`config.mk`:
```
export PLATFORM = sky130hd
export DESIGN_NAME = seq_scan_ctrl
export DESIGN_NICKNAME = d
export VERILOG_FILES = /design/src/rtl/seq_scan_pkg.sv /design/src/rtl/seq_bit_matcher.sv /design/src/rtl/seq_scan_ctrl.sv
export SDC_FILE = /design/constraint.sdc
export NUM_CORES = 1
export LEC_CHECK = 0
export BUFFER_PORTS_ARGS = -buffer_cell sky130_fd_sc_hd__buf_2
export CAP_MARGIN = 10
export CORE_MARGIN = 8
export CORE_UTILIZATION = 33
export CTS_CLUSTER_SIZE = 20
export DETAILED_ROUTE_END_ITERATION = 10
export GPL_TIMING_DRIVEN = 0
export SYNTH_ARGS = -nofsm -noshare
export SYNTH_HDL_FRONTEND = slang
export SYNTH_HIERARCHICAL = 1
export SYNTH_SLANG_ARGS = --single-unit
```
`constraint.sdc`:
```
create_clock -name clk -period 1.2 [get_ports clk]
set_input_delay 0.24 -clock clk [delete_from_list [all_inputs] [get_ports clk]]
set_output_delay 0.24 -clock clk [all_outputs]
set_load 0.1 [all_outputs]
```
`src/rtl/seq_scan_pkg.sv`:
```
// Shared types and constants for the serial "101" scanner.
package seq_scan_pkg;

    typedef enum logic [1:0] {
        IDLE   = 2'd0,
        SHIFT  = 2'd1,
        REPORT = 2'd2
    } state_t;

    localparam logic [2:0] PATTERN = 3'b101;

endpackage

```
`src/rtl/seq_bit_matcher.sv`:
```
// Two-bit pattern history and hit term for the serial scanner.
// SEQ_SCAN_OVERLAP_EN: matches may share bits when defined.
module seq_bit_matcher
    import seq_scan_pkg::*;
(
    input  logic clk,
    input  logic reset,
    input  logic clear,
    input  logic en,
    input  logic bit_in,
    output logic hit
);

    logic [1:0] hist;
    logic [1:0] hist_nxt;

    assign hit = (hist == PATTERN[2:1])
              && (bit_in == PATTERN[0]);

    always_comb begin
        hist_nxt = {hist[0], bit_in};
`ifndef SEQ_SCAN_OVERLAP_EN
        // a consumed match must not donate bits to the next one
        if (hit)
            hist_nxt = 2'b00;
`endif
    end

    always_ff @(posedge clk) begin
        if (reset)
            hist <= 2'b00;
        else if (clear)
            hist <= 2'b00;
        else if (en)
            hist <= hist_nxt;
    end

endmodule

```
`src/rtl/seq_scan_ctrl.sv`:
```
// Word-serial "101" scanner: IDLE accept, SHIFT MSB-first, REPORT count.
// SEQ_SCAN_OVERLAP_EN selects overlapping matches.
module seq_scan_ctrl
    import seq_scan_pkg::*;
#(
    parameter int WORD_W = 8,
    parameter int CNT_W  = 4
) (
    input  logic              clk,
    input  logic              reset,
    input  logic [WORD_W-1:0] word_in,
    input  logic              word_valid,
    output logic              word_ready,
    input  logic              flush,
    output logic [CNT_W-1:0]  match_count,
    output logic              count_valid,
    output logic              busy
);

    localparam int BC_W = $clog2(WORD_W + 1);
    localparam logic [CNT_W-1:0] CNT_MAX = '1;

    state_t state;
    state_t state_nxt;

    logic [WORD_W-1:0] sreg;
    logic [BC_W-1:0]   bit_cnt;
    logic [CNT_W-1:0]  hit_cnt;
    logic [CNT_W-1:0]  mc_q;

    logic accept;
    logic shifting;
    logic clear;
    logic cur_bit;
    logic hit;
    logic last_bit;

    assign word_ready = (state == IDLE);
    assign accept     = word_valid && word_ready;
    assign shifting   = (state == SHIFT);
    assign clear      = flush && (state == IDLE);
    assign cur_bit    = sreg[WORD_W-1];
    assign last_bit   = (bit_cnt == BC_W'(WORD_W - 1));

    assign count_valid = (state == REPORT);
    assign busy        = !word_ready;
    assign match_count = count_valid ? hit_cnt : mc_q;

    seq_bit_matcher u_match (
        .clk    (clk),
        .reset  (reset),
        .clear  (clear),
        .en     (shifting),
        .bit_in (cur_bit),
        .hit    (hit)
    );

    always_comb begin
        state_nxt = state;
        unique case (state)
            IDLE:    if (accept) state_nxt = SHIFT;
            SHIFT:   if (last_bit) state_nxt = REPORT;
            REPORT:  state_nxt = IDLE;
            default: state_nxt = IDLE;
        endcase
    end

    always_ff @(posedge clk) begin
        if (reset)
            state <= IDLE;
        else
            state <= state_nxt;
    end

    always_ff @(posedge clk) begin
        if (reset) begin
            sreg    <= '0;
            bit_cnt <= '0;
            hit_cnt <= '0;
            mc_q    <= '0;
        end else begin
            if (accept) begin
                sreg    <= word_in;
                bit_cnt <= '0;
                hit_cnt <= '0;
            end else if (shifting) begin
                sreg    <= {sreg[WORD_W-2:0], 1'b0};
                bit_cnt <= bit_cnt + 1'b1;
                if (hit && (hit_cnt != CNT_MAX))
                    hit_cnt <= hit_cnt + 1'b1;
            end
            // keep the reported value visible after REPORT
            if (count_valid)
                mc_q <= hit_cnt;
        end
    end

endmodule

```
* Yosys cells after proc, flatten, opt, wreduce, memory -nomap -nowiden *
Index checks and enable logic that the tools add are counted.

word-level totals
  output and inout bits = 7
  word-level logic and storage cells = 33
  register bits = 24

operators by class
  mux-type cells = 7
  reduce and logical (&&, ||, !) cells = 11
  $add $sub $neg = 2
  eq/ne operators = 7

operator list
  operator                                                                  count
  8-bit 2-to-1 mux                                                          2
  4-bit by 1-bit adder with 4-bit output (second input constant)            2
  2-bit 2-to-1 mux                                                          3
  2-bit equality test (second input constant)                               2
  4-bit by 3-bit equality test with 1-bit output (second input constant)    1
  1-bit logical AND                                                         4
  4-bit 2-to-1 mux                                                          1
  2-bit by 1-bit inequality test with 1-bit output (second input constant)  2
  4-bit inequality test (second input constant)                             1
  2-bit one-hot mux with 2 select lines                                     1
  2-bit AND reduction                                                       2
  2-bit OR reduction                                                        2
  2-bit by 1-bit equality test with 1-bit output (second input constant)    1
  2-bit zero test                                                           1
  2-bit nonzero test                                                        1
  1-bit zero test                                                           1

* Logic depth before layout (Yosys ltp) *
  depth after elaboration = 4
  depth in mapped cells = 5

* Hierarchy *
Netlist, hierarchy kept.

modules (own cells, without submodules)
  module           area each (um^2)  sequential area each (um^2)  times used  cells an instance
  seq_scan_ctrl    965.9             440.4                        1           100
  seq_bit_matcher  88.8              40.0                         1           9

* Worst setup path before layout *
Ideal clock, no wire load.

  path kind = flip-flop to output port
  from = reg state[0]
  to = out busy
  path slack = -1.782 ns
  stages on the path, launching flop included = 4
  buffers on the path = 1
  data arrival time = 2.742 ns
  data required time = 0.960 ns
  cells stage by stage = dfxtp_1 buf_2 nor2_1 inv_1

between the ends
  word-level cells in the longest chain between the ends = 2

ends and longest elaborated chain
  what                      RTL line             text
  start: declaration        seq_scan_ctrl.sv:23  state_t state;
  start signal: assignment  seq_scan_ctrl.sv:72  state <= state_nxt;
  2-bit zero test           seq_scan_ctrl.sv:38  assign word_ready = (state == IDLE);
  via word_ready            seq_scan_ctrl.sv:13  output logic word_ready,
  1-bit zero test           seq_scan_ctrl.sv:46  assign busy = !word_ready;
  end: declaration          seq_scan_ctrl.sv:17  output logic busy

The timed path passes the listed nets, and every way through them passes these cells.

* Worst setup path in the final report *
  from = reg state[0]
  to = out match_count[1]

between the ends
  word-level cells in the longest chain between the ends = 2

ends and longest elaborated chain
  what                 RTL line             text
  2-bit equality test  seq_scan_ctrl.sv:45  assign count_valid = (state == REPORT);
  4-bit 2-to-1 mux     --
  end: declaration     seq_scan_ctrl.sv:15  output logic [CNT_W-1:0] match_count,

Every way passes these cells.

==> metrics.cfg <==
[synth]
ys_ff_latch=24
ys.flop_type=dfxtp_1
yosys.area_share.simple_pct=27.5
synth-compound-area-share_pct=14.9
yosysSeqAreaShare_pct=45.6
synth_fp_nets=123
netlist_instances=109
synth_top_family_by_area=simple AND/OR/NAND/NOR gates
synth.mux.area_fraction_pct=5.22
syn_avg_cell_area_um2=9.68
synthAdderAreaFrac_pct=2.37
synth_cell_types=37
yosys_warnings=6
syn_area_mm2=0.00105
synth-xor-area-share_pct=1.66
synth-edff-count=0
synthArstFlopShare_pct=0

[power]
p_per_area_mw_per_mm2=1020
power_leakage_nw=0.661
intPower_w=0.00123
total_power_w=0.00169
switching_share_pct=27.4
pwr-share-comb_pct=24.6
p_seq_share_pct=50.5
clockPowerShare_pct=24.9
power.switching_w=0.000464
ir_drop_mv=0.857

[detailed_routing]
vias=892
wl_per_cell_um=13.3
route.detailed.drc=0
vias_per_cell=4.72
ant_nets=0
dr.first_iter.drc_count=20
routed_wl_um=2510
firstDrtPassIters=4

[die]
dieArea_mm2=0.00526
die-width_um=72.5
rows=20
chipHeight_um=72.5
placeableCoreArea_mm2=0.00305
io_pins=19
initial_utilization_pct=34.5

[global_routing]
grt_pass1_wl_um=4310
grt_pass1_vias=909
grt_max_degree=14
antenna_found_initial=0
grt_overflow=0
globalRouteTotalUtil_pct=10.4

[clocking]
root_buffer=clkbuf_4
clk_pin_slew_ns=0.12
cts_sinks=24
cts_buffers=3
worstSkewPairLatency_ns=0.31
ctsHoldBuffers=0
cts_buffer_depth=2
h-tree-depth=1
cts_tree=built

[sta]
hold-worst-slack_ns=0.132
final_max_slew_viol_count=0
fmax_mhz=589
fin_crit_sh_pct=141
slew_headroom_pct=52.8
rsz0062_at_grt=yes
setup_ws_ns=-0.497
final_hold_viol_count=0
finClkSkew_ns=0.00533
period_minus_slack_ns=1.70
setup_viol=28
worst_pin_slew_ns=0.707

[layout]
area_growth_pct=56.3
diodes=0
fin_nets=160
fin_area_mm2=0.00165
drive_gt1_share_pct=51.7

[setup_path]
path_class=reg2out
cp-start-kind=flip-flop
cp.required_ns=0.96
crit_path_max_fanout=5
cp-end-kind=primary output
cp.arrival_ns=1.46

[job]
max_cap_viol_count=0

[placed_design]
place_ws_ns=-0.451
dpl-instance-area_mm2=0.00126
gp_congestion=0.719
io_buffers=18
hpwl_um=1610

[outcome]
violations=negative setup slack
status=complete, but fails checks

[worst_hold_path]
hold_path.class=in2reg

-- final cells by class --
type	instances	area, um^2
Timing Repair Buffer	32	339
Fill cell	282	1400
Clock buffer	4	36.3
Multi-Input combinational cell	78	676
Buffer	3	26.3
Inverter	4	26.3
Tap cell	44	55.1
Sequential cell	24	490
-- state kept, by name, indices dropped and copies added (netlist names) --
register	cells
bit_cnt	4
hit_cnt	4
mc_q	4
sreg	8
u_match/hist	2
state	2
-- Yosys cell counts (3+ instances only) --
cell type / instances / area, um^2
o21ai_0: 3 / 15.0
mux2_1: 4 / 45.0
a21oi_1: 6 / 30.0
dfxtp_1: 24 / 480
nor2_1: 8 / 30.0
or3b_1: 3 / 26.3
nor2b_1: 5 / 31.3
nand2b_1: 3 / 18.8
inv_1: 3 / 11.3
a221o_1: 5 / 50.1
nor3_1: 4 / 20.0
nand2_1: 4 / 15.0
and2_1: 6 / 37.5
-- cell usage in the layout (no fill, tap or decap), drive strengths merged, types with 4 or more instances in the layout --
| cell type | instances |
|---|---|
| dfxtp | 24 |
| nor3 | 4 |
| nor2b | 5 |
| buf | 34 |
| nand2b | 4 |
| nor2 | 8 |
| a221o | 5 |
| and2 | 6 |
| nand2 | 4 |
| clkbuf | 5 |
| mux2 | 4 |
| o21ai | 4 |
| a21oi | 6 |
-- per-stage QoR --
step                setup TNS, ns  instances  utilization (%)
floorplan                   -5.13        109                -
CTS                         -4.89        186             51.1
global route                -7.11        189             54.0
finish                      -5.87        189             54.0
detailed placement          -4.83        171             41.4
global placement            -4.81        171             41.4
-- power by group through the flow --
| stage | clock, W | sequential [W] | combinational [W] |
|---|---|---|---|
| 6_report | 0.000421 | 0.000853 | 0.000416 |
| 5_1_grt | 0.000471 | 0.000857 | 0.000444 |
| 4_1_cts | 0.000441 | 0.000852 | 0.000364 |
| 3_5_place_dp | 0 | 0.000872 | 0.000245 |
| 3_3_place_gp | 0 | 0.000871 | 0.000241 |
| 2_1_floorplan | 0 | 0.000867 | 0.000194 |
-- logic make-up after synthesis --
| group | Yosys count |
|---|---|
| XOR/XNOR | 2 |
| flip-flops | 24 |
| buffers and inverters | 7 |
| multiplexers | 5 |
| AND/OR/NAND/NOR | 47 |
| adder cells (fa/ha/maj) | 2 |
| AO/OA/AOI/OAI | 22 |
-- final timing paths --
path,start,end,slack [ns],cells past startpoint
worst max register to register,state[0]$_SDFFE_PP0P_,sreg[2]$_SDFFE_PP0P_,-0.20,6
worst min-delay path,word_in[0],sreg[0]$_SDFFE_PP0P_,0.13,3
worst min register to register,sreg[0]$_SDFFE_PP0P_,sreg[0]$_SDFFE_PP0P_,0.50,2
worst max-delay path,state[0]$_SDFFE_PP0P_,match_count[1],-0.50,4
-- critical path, stage by stage (launching register included) --
cell and delay [ns]:
dfxtp_2 0.34, buf_6 0.12, nand2b_4 0.17, mux2_4 0.33
buf_12 0.17
-- layer usage --
| layer | vias up | wire length (um) | GRT usage, % |
|---|---|---|---|
| li1 | 463 | - | - |
| met1 | 406 | 1130 | 12.0 |
| met2 | 19 | 1180 | 16.4 |
| met3 | 4 | 170 | 4.96 |
| met4 | 0 | 31 | 3.33 |
| met5 | - | 0 | 0 |
-- timing repair --
item	4_1_cts	5_1_grt
endpoints found under the setup margin	27	29
setup buffers	10	4
resized for setup	48	18
cloned	1	0
pin swaps	11	6
(Power assumes the default switching activity.)
